===== src/rtl/piso_serializer.sv =====
`default_nettype none
// ============================================================================
// Module   : piso_serializer
// Purpose  : Parallel-in/serial-out transmitter with a valid/ready word load,
//            stallable shift and registered serial output with frame markers.
// Revision : 1.0  initial release
// ============================================================================
module piso_serializer #(
  parameter int WIDTH     = 8,
  parameter bit MSB_FIRST = 1'b1
) (
  input  logic             clk,
  input  logic             rst,
  input  logic [WIDTH-1:0] din,
  input  logic             load_valid,
  output logic             load_ready,
  input  logic             shift_en,
  output logic             sout,
  output logic             sout_valid,
  output logic             sout_first,
  output logic             sout_last
);

  localparam int CNT_W = (WIDTH > 1) ? $clog2(WIDTH) : 1;

  localparam logic [0:0] c_state_idle  = 1'b0;
  localparam logic [0:0] c_state_shift = 1'b1;

  localparam logic [CNT_W-1:0] c_last_idx = CNT_W'(WIDTH - 1);
  localparam logic [CNT_W-1:0] c_cnt_one  = CNT_W'(1);

  logic [0:0]       state_q, state_d;
  logic [WIDTH-1:0] shreg_q, shreg_d;
  logic [CNT_W-1:0] cnt_q, cnt_d;
  logic             sout_q, sout_d;
  logic             sout_valid_q, sout_valid_d;
  logic             sout_first_q, sout_first_d;
  logic             sout_last_q, sout_last_d;

  logic             cnt_is_last;
  logic             load_accept;
  logic [WIDTH-1:0] shreg_shifted;
  logic             next_head;

  // The output end of the shift register depends on bit order; the opposite
  // end is zero-filled as bits are consumed.
  if (MSB_FIRST) begin : g_msb_first
    assign shreg_shifted = {shreg_q[WIDTH-2:0], 1'b0};
    assign next_head     = shreg_d[WIDTH-1];
  end else begin : g_lsb_first
    assign shreg_shifted = {1'b0, shreg_q[WIDTH-1:1]};
    assign next_head     = shreg_d[0];
  end

  assign cnt_is_last = (cnt_q == c_last_idx);
  assign load_ready  = (state_q == c_state_idle) |
                       ((state_q == c_state_shift) & cnt_is_last & shift_en);
  assign load_accept = load_valid & load_ready;

  always_comb begin
    state_d = state_q;
    shreg_d = shreg_q;
    cnt_d   = cnt_q;

    if (load_accept) begin
      // Also covers the gapless reload on the edge that consumes the last bit.
      state_d = c_state_shift;
      shreg_d = din;
      cnt_d   = '0;
    end else if ((state_q == c_state_shift) && shift_en) begin
      shreg_d = shreg_shifted;
      if (cnt_is_last) begin
        state_d = c_state_idle;
        cnt_d   = '0;
      end else begin
        cnt_d = cnt_q + c_cnt_one;
      end
    end
  end

  // Outputs are registered from the next-state view so they line up with
  // the bit the frame will present after this edge.
  always_comb begin
    sout_valid_d = (state_d == c_state_shift);
    sout_d       = sout_valid_d & next_head;
    sout_first_d = sout_valid_d & (cnt_d == '0);
    sout_last_d  = sout_valid_d & (cnt_d == c_last_idx);
  end

  always_ff @(posedge clk) begin
    if (rst) begin
      state_q      <= c_state_idle;
      shreg_q      <= '0;
      cnt_q        <= '0;
      sout_q       <= 1'b0;
      sout_valid_q <= 1'b0;
      sout_first_q <= 1'b0;
      sout_last_q  <= 1'b0;
    end else begin
      state_q      <= state_d;
      shreg_q      <= shreg_d;
      cnt_q        <= cnt_d;
      sout_q       <= sout_d;
      sout_valid_q <= sout_valid_d;
      sout_first_q <= sout_first_d;
      sout_last_q  <= sout_last_d;
    end
  end

  assign sout       = sout_q;
  assign sout_valid = sout_valid_q;
  assign sout_first = sout_first_q;
  assign sout_last  = sout_last_q;

endmodule
`default_nettype wire


===== config.mk =====
export PLATFORM = sky130hd
export DESIGN_NAME = piso_serializer
export DESIGN_NICKNAME = d
export VERILOG_FILES = /design/src/rtl/piso_serializer.sv
export SDC_FILE = /design/constraint.sdc
export NUM_CORES = 1
export LEC_CHECK = 0
export ABC_AREA = 1
export CAP_MARGIN = 20
export CORE_MARGIN = 2
export CORE_UTILIZATION = 40
export DETAILED_ROUTE_END_ITERATION = 10
export GPL_TIMING_DRIVEN = 0
export PLACE_DENSITY = 0.66
export SLEW_MARGIN = 20
export SYNTH_ARGS = -nofsm -noshare
export SYNTH_HDL_FRONTEND = slang
export SYNTH_SLANG_ARGS = --single-unit

===== constraint.sdc =====
create_clock -name clk -period 3.7 [get_ports clk]
set_input_delay 0.555 -clock clk [delete_from_list [all_inputs] [get_ports clk]]
set_output_delay 0.555 -clock clk [all_outputs]
set_load 0.01 [all_outputs]

==> impl_results.md, run 1 <==
- Outcome: finished clean
- CTS sink count: 15
- Worst-case vdd ir drop: 251 uV
- Antenna diode count: 0
- CP Buf/Inv Count: 3
- Clock buffer depth: 2
- Initial antenna violation count: 0
- CP Cell Sequence: clkdlybuf4s50_1 -> nand2_1 -> nand2_1 -> buf_6 -> clkdlybuf4s50_1
- Critical-path top delay cell: clkdlybuf4s50_1
- RSZ-0062 raised after global routing: false
- Die width: 47.5 um
- Final Hold Viols: 0
- First-pass DRT Iterations: 4
- IO Pins: 17
- Part of the cycle the worst path needs: 0.688
- IO buf count: 16
- Routed WL: 1.53 mm
- Synthesized instance count: 114
- Clk Tree Root Cell: clkbuf_4
- Site Rows: 15
- Type of the worst setup path: in -> out
- CP delay by family, top: buffers and inverters
- Final core occ: 0.558
- Ratio of cells with drive above 1 in the final layout: 0.0821
- Sequential share of the synthesized area: 0.397
- Vias in the first global route: 648
- Crit end category: primary output
- DRT iter0 DRCs: 1
- Endpoints failing setup: 0
- Gpl congestion: 0.777
- CTS clk-pin slew, worst paths: 80 ps
- Worst Skew: 0.360 ps
- Gr ovfl total: 0
- Slew headroom: 0.823
- Fin area: 975 sq um
- H-tree depth: 1
- First-pass GRT wire length: 2.55 mm
- Total power: 0.322 mW
- Via Count: 718
- Worst-path fanout max: 10
- Core Box Area: 0.00175 sq mm
- Synth area leaders: dfxtp_1 (40%), nand3_1 (17%), nand2_1 (15%)
- Final Max Tran Viols: 0
- Fmax: 0.393 GHz
- Leading area contributor after synthesis: dfxtp_1
- TNS Setup: 0 ps
- CTS Hold Buffers Added: 0
- Synth top area share: 0.397
- Starting Density: 0.434
- Max-cap violations: 0
- TritonCTS clock tree: yes
- # fillers: 182
- DRC: 0
- Detail Placement HPWL: 1.11 mm
- CTS resizes: 0
- Synthesis warning total: 0
- Area grow syn2layout: 28.8%
- Pleak: 0.488 nW
- Average size of a mapped cell: 6.64 sq um
- Slew @ Worst Pin: 265 ps
- Worst hold margin: 497 ps
- Post-DP Area: 948 sq um
- DIE AREA: 0.00226 sq mm
- Critical Path RT: 3140 ps
- Count of unique library cells instantiated by Yosys: 13
- Synthesized cell area: 757 sq um
- Post-synth net total: 128
- Via-to-Cell Ratio: 4.52
- WL/cell: 9.60 um
- Setup Buffers After CTS: 0
- Die span in y: 47.5 um
- CP Data Arrival Time: 1990 ps
- Clk Latency, worst-skew pair: 270 ps
- Clock period minus worst slack: 2540 ps
- Gr usage total: 0.161
- Slowest stage delay, CP: 560 ps
- Final Net Count: 149
- HP Class: reg -> reg
- CTS buffer count: 3
- CP Launch Type: input pin
- Yosys reg bits: 15
- PwrDens: 331 mW/mm^2
- Largest net degree at the start of global routing: 11
- Routed Antenna Nets: 0
-- kinds of logic after synthesis --
family	Yosys count	synth area share
flip-flops	15	0.397
buffers and inverters	22	0.131
AND/OR/NAND/NOR	73	0.426
AO/OA/AOI/OAI	2	0.0132
adder cells (fa/ha/maj)	2	0.0331
-- sequential cells by signal, summed over array words and instances, names as in the netlist --
register / count
sout_last: 1
sout_first: 1
shreg_q: 8
sout: 1
cnt_q: 3
sout_valid: 1
-- path summary, 6_finish.rpt --
kind,from,endpoint,slack (ps),depth (start not counted)
worst max register to register,cnt_q[0]$_SDFF_PP0_,sout_last$_SDFF_PP0_,2300,7
worst max-delay path,shift_en,load_ready,1160,5
worst min-delay path,shreg_q[0]$_SDFFE_PP0P_,shreg_q[0]$_SDFFE_PP0P_,500,2
worst min register to register,shreg_q[0]$_SDFFE_PP0P_,shreg_q[0]$_SDFFE_PP0P_,500,2
-- Yosys cell counts --
master   number
nand2_4       1
dfxtp_1      15
nand3_1      26
nand2_1      31
inv_1        18
ha_1          2
inv_2         1
nand2_2       3
buf_6         2
a21oi_1       2
nor2_1       11
nor3_1        1
buf_2         1
-- area by class of cell --
cell class / instances / area [sq um] / area share
plain buffers: 3 / 27.5 / 0.0282
clock buffers: 4 / 26.3 / 0.0270
inverters: 19 / 71.3 / 0.0732
multi-input cells: 77 / 358 / 0.367
flip-flops and latches: 15 / 300 / 0.308
well taps: 25 / 31.3 / 0.0321
repair buffers: 16 / 160 / 0.164
-- worst min-delay path, cell delays in order, from the launching register on --
cell     delay [ps]
dfxtp_1         320
nand3_1          70
a21oi_1          60
-- power by group --
group | leakage (nW) | internal [mW] | switching [mW]
clock | 0.0150 | 0.0417 | 0.0476
combinational | 0.351 | 0.0291 | 0.0303
sequential | 0.123 | 0.169 | 0.00426
total | 0.488 | 0.240 | 0.0821
-- stage by stage --
step,instances,setup slack [ps]
3_5_place_dp,155,1140
4_1_cts,159,1140
3_3_place_gp,155,1140
2_1_floorplan,114,2210
6_report,159,1160
5_1_grt,159,1060
-- layout by cell type, fill, tap and decap left out, drive strengths merged --
cell	synthesis	routed
a21oi	2	2
buf	3	3
clkbuf	0	4
clkdlybuf4s50	0	16
dfxtp	15	15
ha	2	2
inv	19	19
nand2	35	35
nand3	26	26
nor2	11	11
nor3	1	1
-- routing by layer --
metal	global-route usage	up-vias	routed length (um)
li1	-	393	-
met1	0.208	311	766
met2	0.262	12	685
met3	0.0226	2	52
met4	0.0833	0	22
met5	0	-	0
No activity file was read; power rests on OpenSTA's default activity.
==> run 2, diff against run 1 <==
PLACE_DENSITY = 0.68   (was 0.66)
clock period = 2.1 ns   (was 3.7 ns; I/O delays follow)
==> run 2 against run 1 <==
Compared with the run above: combinational power rose by 75%; largest cell class unchanged; global-route usage grew 1.3 points; total power rose by 84%; final area grew 0.26%; highest routed layer unchanged; largest power group unchanged.
==> impl_results.md, run 2 (synthesis results as in run 1) <==
- Starting Density: 0.434
- Via-to-Cell Ratio: 4.57
- Gr ovfl total: 0
- Non-Filler Instances: 159
- Critical Path RT: 1780 ps
- First-pass GRT wire length: 2.68 mm
- Core Box Area: 0.00175 sq mm
- Crit end category: primary output
- Post-DP Area: 948 sq um
- Clock buffer depth: 2
- Vias in the first global route: 622
- Slowest stage delay, CP: 320 ps
- Sw Pwr: 0.170 mW
- IO buf count: 16
- Detail Placement HPWL: 1.15 mm
- Outcome: finished clean
- CTS clk-pin slew, worst paths: 100 ps
- Site Rows: 15
- DP Worst Slack: 14.4 ps
- CP Buf/Inv Count: 2
- Clock power share: 0.307
- Ratio of cells with drive above 1 in the final layout: 0.0896
- CP delay by family, top: buffers and inverters
- Final Net Count: 149
- IO Pins: 17
- Initial antenna violation count: 0
- PwrDens: 605 mW/mm^2
- Fmax: 0.521 GHz
- Internal: 0.421 mW
- Largest reg by FF count: shreg_q
- Most frequent cells in the layout: nand2_1 (31), nand3_1 (26), inv_1 (18)
- CTS Hold Buffers Added: 0
- Area grow syn2layout: 29.1%
- Worst-case vdd ir drop: 417 uV
- Clk Tree Root Cell: clkbuf_4
- HP Class: reg -> reg
- Routed WL: 1.61 mm
- TritonCTS clock tree: yes
- Clk Latency, worst-skew pair: 300 ps
- Clock period minus worst slack: 1920 ps
- Pleak: 0.488 nW
- Placed insts: 155
- Endpoints failing setup: 0
- Routed Antenna Nets: 0
- Final worst slack: 180 ps
- Slew headroom: 0.830
- Worst Skew: 1.33 ps
- CP Data Arrival Time: 1600 ps
- Switching fraction of total power: 0.287
- First-pass DRT Iterations: 4
- Type of the worst setup path: reg -> out
- Via Count: 727
- Final Max Tran Viols: 0
- Largest net degree at the start of global routing: 11
- TNS Setup: 0 ps
- DRT iter0 DRCs: 17
- CP Cell Sequence: ha_1 -> ha_1 -> nand2_1 -> nand2_1 -> buf_6 -> dlygate4sd2_1
- CTS sink count: 15
- Critical-path top delay cell: dfxtp_1
- Gpl congestion: 0.728
- Max-cap violations: 0
- H-tree depth: 1
- Final core occ: 0.560
- Logic pwr share: 0.175
- Worst-path fanout max: 10
- DIE AREA: 0.00226 sq mm
- Die span in y: 47.5 um
- Slew @ Worst Pin: 254 ps
- Part of the cycle the worst path needs: 0.914
- Largest regs: shreg_q x8, cnt_q x3
- Most common cell after layout, fill and taps aside: nand2_1
- CTS buffer count: 3
- Die width: 47.5 um
- WL/cell: 10.1 um
- DRC: 0
- Largest register FFs: 8
- Sequential power share: 0.518
- Fin area: 977 sq um
- Final Hold Viols: 0
- CP Launch Type: register
- RSZ-0062 raised after global routing: false
- Gr usage total: 0.174
- Antenna diode count: 0
==> run 2: cell types whose count changed in the layout (fill, tap and decap cells not counted) <==
cell             delta
clkbuf_1            -1
dlygate4sd2_1       +1
clkinvlp_4          +1
clkdlybuf4s50_1     -1
==> run 2: final cells by class <==
cell class                      count  area [sq um]
Timing Repair Buffer               16           159
Fill cell                         185           768
Buffer                              3          27.5
Sequential cell                    15           300
Clock inverter                      1          7.51
Inverter                           19          71.3
Multi-Input combinational cell     77           358
Tap cell                           25          31.3
Clock buffer                        3          22.5
==> run 2: timing repair <==
item,CTS,global route
setup buffers,0,0
endpoints found under the setup margin,1,0
gates resized for setup,1,0
==> run 2: metal layers <==
metal / routed length, um / share of wire / GRT usage
met1: 835 / 0.52 / 0.232
met2: 692 / 0.43 / 0.262
met3: 57 / 0.035 / 0.0679
met4: 26 / 0.016 / 0.0500
met5: 0 / 0 / 0
==> run 2: final timing paths <==
kind                      startpoint                       to  slack, ps  depth (start not counted)
min reg2reg  shreg_q[0]$_SDFFE_PP0P_  shreg_q[0]$_SDFFE_PP0P_        490                          2
max              cnt_q[0]$_SDFF_PP0_               load_ready        180                          6
min          shreg_q[0]$_SDFFE_PP0P_  shreg_q[0]$_SDFFE_PP0P_        490                          2
max reg2reg      cnt_q[0]$_SDFF_PP0_     sout_last$_SDFF_PP0_        690                          7
==> run 2: worst min-delay path: cells and delay by family (launching register included) <==
kind,cells,cell delay [ps]
simple gates,1,70
compound gates,1,60
flops,1,320
==> run 2: power by group through the flow <==
stage | Sequential, mW | Clock [mW] | Combinational, mW
final | 0.306 | 0.181 | 0.104
after global routing | 0.309 | 0.201 | 0.116
after CTS | 0.307 | 0.189 | 0.105
after detailed placement | 0.313 | 0 | 0.105
after global placement | 0.313 | 0 | 0.104
after floorplan | 0.313 | 0 | 0.0579
==> run 2: metrics by stage <==
| step | hold WS (ps) | power (mW) |
|---|---|---|
| 2_1_floorplan | 384 | 0.371 |
| 3_3_place_gp | 476 | 0.417 |
| 3_5_place_dp | 481 | 0.418 |
| 4_1_cts | 496 | 0.600 |
| 5_1_grt | 530 | 0.626 |
| 6_report | 491 | 0.591 |
